[config.mk]
export PLATFORM = sky130hd
export DESIGN_NAME = expr_recognizer
export DESIGN_NICKNAME = d
export VERILOG_FILES = /design/src/rtl/expr_pkg.sv /design/src/rtl/expr_char_class.sv /design/src/rtl/expr_recognizer.sv
export SDC_FILE = /design/constraint.sdc
export NUM_CORES = 1
export LEC_CHECK = 0
export CORE_ASPECT_RATIO = 0.8
export CORE_MARGIN = 2
export CORE_UTILIZATION = 64
export CTS_BUF_LIST = sky130_fd_sc_hd__clkbuf_8
export DETAILED_ROUTE_END_ITERATION = 8
export DONT_BUFFER_PORTS = 1
export PLACE_DENSITY_LB_ADDON = 0.05
export SYNTH_ARGS = -nofsm -noshare
export SYNTH_HDL_FRONTEND = slang
export SYNTH_SLANG_ARGS = --single-unit
[constraint.sdc]
create_clock -name clk -period 3.2 [get_ports clk]
set_input_delay 0.64 -clock clk [delete_from_list [all_inputs] [get_ports clk]]
set_output_delay 0.64 -clock clk [all_outputs]
set_load 0.005 [all_outputs]
[src/rtl/expr_pkg.sv]
// Shared types and character constants for the expression recognizer.
package expr_pkg;

  typedef enum logic [2:0] {
    EMPTY,
    OPND,
    NUM,
    AFTER,
    FAULT
  } state_e;

  typedef enum logic [2:0] {
    CC_DIGIT,
    CC_OP,
    CC_LPAR,
    CC_RPAR,
    CC_BLANK,
    CC_OTHER
  } char_class_e;

  localparam logic [7:0] CH_PLUS  = 8'h2B;
  localparam logic [7:0] CH_MINUS = 8'h2D;
  localparam logic [7:0] CH_STAR  = 8'h2A;
  localparam logic [7:0] CH_SLASH = 8'h2F;
  localparam logic [7:0] CH_LPAR  = 8'h28;
  localparam logic [7:0] CH_RPAR  = 8'h29;
  localparam logic [7:0] CH_BLANK = 8'h20;

endpackage

[src/rtl/expr_char_class.sv]
// Combinational ASCII classifier; disabled operators classify as other.
module expr_char_class
  import expr_pkg::*;
#(
  parameter int ALLOW_SUB = 1,
  parameter int ALLOW_DIV = 1
) (
  input  logic [7:0]  i_ch,
  output char_class_e o_cls
);

  always_comb begin
    o_cls = CC_OTHER;
    if (i_ch >= 8'h30 && i_ch <= 8'h39) begin
      o_cls = CC_DIGIT;
    end else begin
      case (i_ch)
        CH_PLUS, CH_STAR: o_cls = CC_OP;
        CH_MINUS:         if (ALLOW_SUB != 0) o_cls = CC_OP;
        CH_SLASH:         if (ALLOW_DIV != 0) o_cls = CC_OP;
        CH_LPAR:          o_cls = CC_LPAR;
        CH_RPAR:          o_cls = CC_RPAR;
        CH_BLANK:         o_cls = CC_BLANK;
        default:          o_cls = CC_OTHER;
      endcase
    end
  end

endmodule

[src/rtl/expr_recognizer.sv]
// Character-serial recognizer for parenthesised arithmetic expressions.
module expr_recognizer
  import expr_pkg::*;
#(
  parameter int MAX_DIGITS = 4,
  parameter int MAX_DEPTH  = 7,
  parameter int ALLOW_SUB  = 1,
  parameter int ALLOW_DIV  = 1,
  parameter int CNT_W      = 8
) (
  input  logic                           clk,
  input  logic                           clr,
  input  logic                           sync_clr,
  input  logic                           in_valid,
  input  logic [7:0]                     in,
  output logic                           out,
  output logic                           fault,
  output logic [$clog2(MAX_DEPTH+1)-1:0] depth,
  output logic [CNT_W-1:0]               op_count
);

  localparam int DW  = $clog2(MAX_DEPTH + 1);
  localparam int DGW = $clog2(MAX_DIGITS + 1);

  state_e           r_state, w_state_nxt;
  logic [DW-1:0]    r_depth, w_depth_nxt;
  logic [DGW-1:0]   r_digits, w_digits_nxt;
  logic [CNT_W-1:0] r_ops, w_ops_nxt;
  char_class_e      w_cls;

  expr_char_class #(
    .ALLOW_SUB(ALLOW_SUB),
    .ALLOW_DIV(ALLOW_DIV)
  ) u_class (
    .i_ch (in),
    .o_cls(w_cls)
  );

  always_ff @(posedge clk or negedge clr) begin
    if (!clr) begin
      r_state  <= EMPTY;
      r_depth  <= '0;
      r_digits <= '0;
      r_ops    <= '0;
    end else if (sync_clr) begin
      r_state  <= EMPTY;
      r_depth  <= '0;
      r_digits <= '0;
      r_ops    <= '0;
    end else begin
      r_state  <= w_state_nxt;
      r_depth  <= w_depth_nxt;
      r_digits <= w_digits_nxt;
      r_ops    <= w_ops_nxt;
    end
  end

  // Counters only move on legal transitions, so entering FAULT freezes them.
  always_comb begin
    w_state_nxt  = r_state;
    w_depth_nxt  = r_depth;
    w_digits_nxt = r_digits;
    w_ops_nxt    = r_ops;
    if (in_valid) begin
      case (r_state)
        EMPTY, OPND: begin
          case (w_cls)
            CC_DIGIT: begin
              w_state_nxt  = NUM;
              w_digits_nxt = DGW'(1);
            end
            CC_LPAR: begin
              if (r_depth == DW'(MAX_DEPTH)) begin
                w_state_nxt = FAULT;
              end else begin
                w_state_nxt = OPND;
                w_depth_nxt = r_depth + 1'b1;
              end
            end
            CC_BLANK: w_state_nxt = r_state;
            default:  w_state_nxt = FAULT;
          endcase
        end
        NUM, AFTER: begin
          case (w_cls)
            CC_DIGIT: begin
              if (r_state == NUM && r_digits != DGW'(MAX_DIGITS)) begin
                w_digits_nxt = r_digits + 1'b1;
              end else begin
                w_state_nxt = FAULT;
              end
            end
            CC_OP: begin
              w_state_nxt = OPND;
              if (r_ops != '1) w_ops_nxt = r_ops + 1'b1;
            end
            CC_RPAR: begin
              if (r_depth == '0) begin
                w_state_nxt = FAULT;
              end else begin
                w_state_nxt = AFTER;
                w_depth_nxt = r_depth - 1'b1;
              end
            end
            CC_BLANK: w_state_nxt = AFTER;
            default:  w_state_nxt = FAULT;
          endcase
        end
        default: w_state_nxt = FAULT;
      endcase
    end
  end

  always_comb begin
    out      = (r_state == NUM || r_state == AFTER) && (r_depth == '0);
    fault    = (r_state == FAULT);
    depth    = r_depth;
    op_count = r_ops;
  end

endmodule

==> impl_metrics.ini <==
[status]
status = finished clean

[cts]
hold_buffers = 0
numCtsBuffers = 3
cts.sinks = 17
cts_resized = 0
cts_root_buf = clkbuf_8
h-tree-depth = 1
clock_path_buffers = 2
insertion_delay_ns = 0.26
cts_tree = yes
cts_setup_buffers = 0
clk_pin_slew_ns = 0.07

[finish]
fillerInstances = 144
nNetsFinal = 151
area_growth_pct = 4.081
drive_gt1_share_pct = 10.45
diodes = 0
instances_no_fill = 158
multiInputGateArea_um2 = 740.7
seqCellArea_um2 = 425.4

[die]
start_util_pct = 66.67
io_pins = 25
die_h_um = 43.15
die_w_um = 52.94
rows = 14
core_um2 = 1839
dieArea_um2 = 2284

[yosys]
ys.flop_type = dfrtp_1
synth_top_cells_by_area = dfrtp_1 (35%), mux2_2 (4.6%), nor2_1 (4.0%)
synth.most_common_cell = dfrtp_1
yosys.area.top_type_share_pct = 34.69
yosys_warnings = 0
synthTopCellsByCount = dfrtp_1 (17), nor2_1 (13), inv_1 (9), nand3_1 (9)
syn_area_um2 = 1226
synth.avg_cell_area_um2 = 9.083
synth-seq-cells = 17
syn_inst = 135
synth_largest_area_cell = dfrtp_1
ys_async_sr_fraction_pct = 100.0
yosysSeqAreaShare_pct = 34.69
synth-edff-count = 0
syn_nets = 151
ys_types = 47

[power]
p_leak_nw = 0.5152
intPower_w = 0.0003169
pwr-share-clk_pct = 39.3
powerDensity_nw_per_um2 = 322.0
switching_share_pct = 22.89
pwr-share-seq_pct = 54.0
p_sw_w = 0.00009405
p_comb_share_pct = 6.6
ir_drop_v = 0.0003005
power_w = 0.0004109

[sta]
hold_violations = 0
maxSlewViolCount = 0
relSlewSlack_pct = 48.02
period_needed_ns = 2.356
setup_tns_ns = 0
finalCritPeriodShare_pct = 73.62
rsz0062_at_grt = no
max_slew.worst_pin.slew_ns = 0.7737
setup_ws_ns = 0.8443
finClkSkew_ns = 0.009912
setup_violations = 0
max_freq_mhz = 424.5

[worst_setup_path]
ff2ff_path_depth = 5
crit_type = register to register
end_kind = register
cp.arrival_ns = 2.50
startpoint = r_state[1]
max_stage_delay_ns = 0.53
r2r_slack_ns = 0.84
cp.required_ns = 3.35
startpoint_type = register
cp_cell_sequence = nor2b_1 -> inv_1 -> fa_1 -> o32ai_1 -> mux2_2
critPathMaxFanout = 12
slowest_stage = dfrtp_1
timing.rr.start = r_state[1]
reg2reg_to = depth[2]

[global_route]
grt_max_degree = 23
grt_usage_pct = 27.28
met1_usage_pct = 35.96
overflow = 0
grt_pass1_wl_mm = 4.560
grt.met2_usage_pct = 44.00
busiest_layer = met2
grt_antenna_before_repair = 0
grt_pass1_vias = 1020
gr-usage-met3_pct = 8.099

[place]
placed_cells = 154
place.port_buffers = 0
dpl_worst_slack_ns = 0.8828
place.gp.congestion = 0.8011
hpwlAfterDp_mm = 1.963

[drt]
wl_per_cell_um = 16.45
via_per_inst = 6.861
drtIter0Drc = 34
first_pass_iters = 4
ant_nets = 0
drc = 0
routed_wirelength_mm = 2.599
vias = 1084

[hold_path]
min_path_type = primary input to asynchronous set/reset pin

[job]
drv_cap = 0
## power groups by stage
stage | Sequential (W) | Clock, W | Combinational, W
floorplan | 0.000223 | 0 | 0.0000280
CTS | 0.000222 | 0.000166 | 0.0000271
global route | 0.000222 | 0.000178 | 0.0000310
detailed placement | 0.000226 | 0 | 0.0000272
finish | 0.000222 | 0.000162 | 0.0000272
global placement | 0.000226 | 0 | 0.0000260
## cell type report
| class | count | area share [%] |
|---|---|---|
| clock inverter | 1 | 0.3922 |
| clock buffer | 3 | 3.235 |
| inverter | 9 | 2.647 |
| multi-input combinational | 104 | 58.04 |
| sequential | 17 | 33.33 |
| tap | 24 | 2.353 |
## cell families after synthesis
kind of cell / share of synthesized area (%)
compound gates: 20.72
simple gates: 29.59
flops: 34.69
fa+ha+maj: 4.694
mux: 5.408
buf+inv: 4.897
## layout by cell type, fill, tap and decap left out, types with 2 or more instances in the layout
cell type / instances
dfrtp_1: 17
nor2_1: 13
inv_1: 9
nand3_1: 9
a21oi_1: 7
nand2_1: 7
nor2b_1: 5
mux2_2: 5
nor4_1: 4
nand4_1: 4
o41ai_1: 4
nor3b_1: 3
o21ai_0: 3
ha_1: 3
clkbuf_8: 3
nor3_1: 2
or4_1: 2
o2111ai_1: 2
nand4b_1: 2
a21o_1: 2
o311ai_0: 2
## per-layer routing
| metal | wire, um | up-vias |
|---|---|---|
| met4 | 24 | 0 |
| met5 | 0 | - |
| met1 | 1199 | 525 |
| met2 | 1227 | 34 |
| li1 | - | 520 |
| met3 | 147 | 5 |
## worst max-delay path by stage
stage	end	slack, ns
finish	depth[2]	0.84
detailed placement	depth[2]	0.88
CTS	depth[2]	0.88
global route	depth[2]	0.71
floorplan	depth[2]	1.15
global placement	depth[2]	1.03
## critical path: cells and delay by family, from the launching register on
kind / cells / cell delay, ns
buffers and inverters: 1 / 0.17
muxes: 1 / 0.37
and+or+nand+nor: 1 / 0.44
adders and majority gates: 1 / 0.42
AOI/OAI and AO/OA: 1 / 0.31
DFF: 1 / 0.53
## metrics by stage
| step | cell area (um2) | utilization (%) | hold WS, ns |
|---|---|---|---|
| finish | 1276 | 69.39 | 0.06734 |
| global route | 1276 | 69.39 | 0.05181 |
| CTS | 1276 | 69.39 | 0.06450 |
| detailed placement | 1230 | 66.87 | 0.3448 |
| global placement | 1230 | 66.87 | 0.3447 |
| floorplan | 1226 | - | 0.3444 |
## sequential cells by signal (all words and copies together) (netlist names)
name,cells
depth,3
r_digits,3
r_state,3
op_count,8
Note: power is estimated with default switching activity, not from simulation.
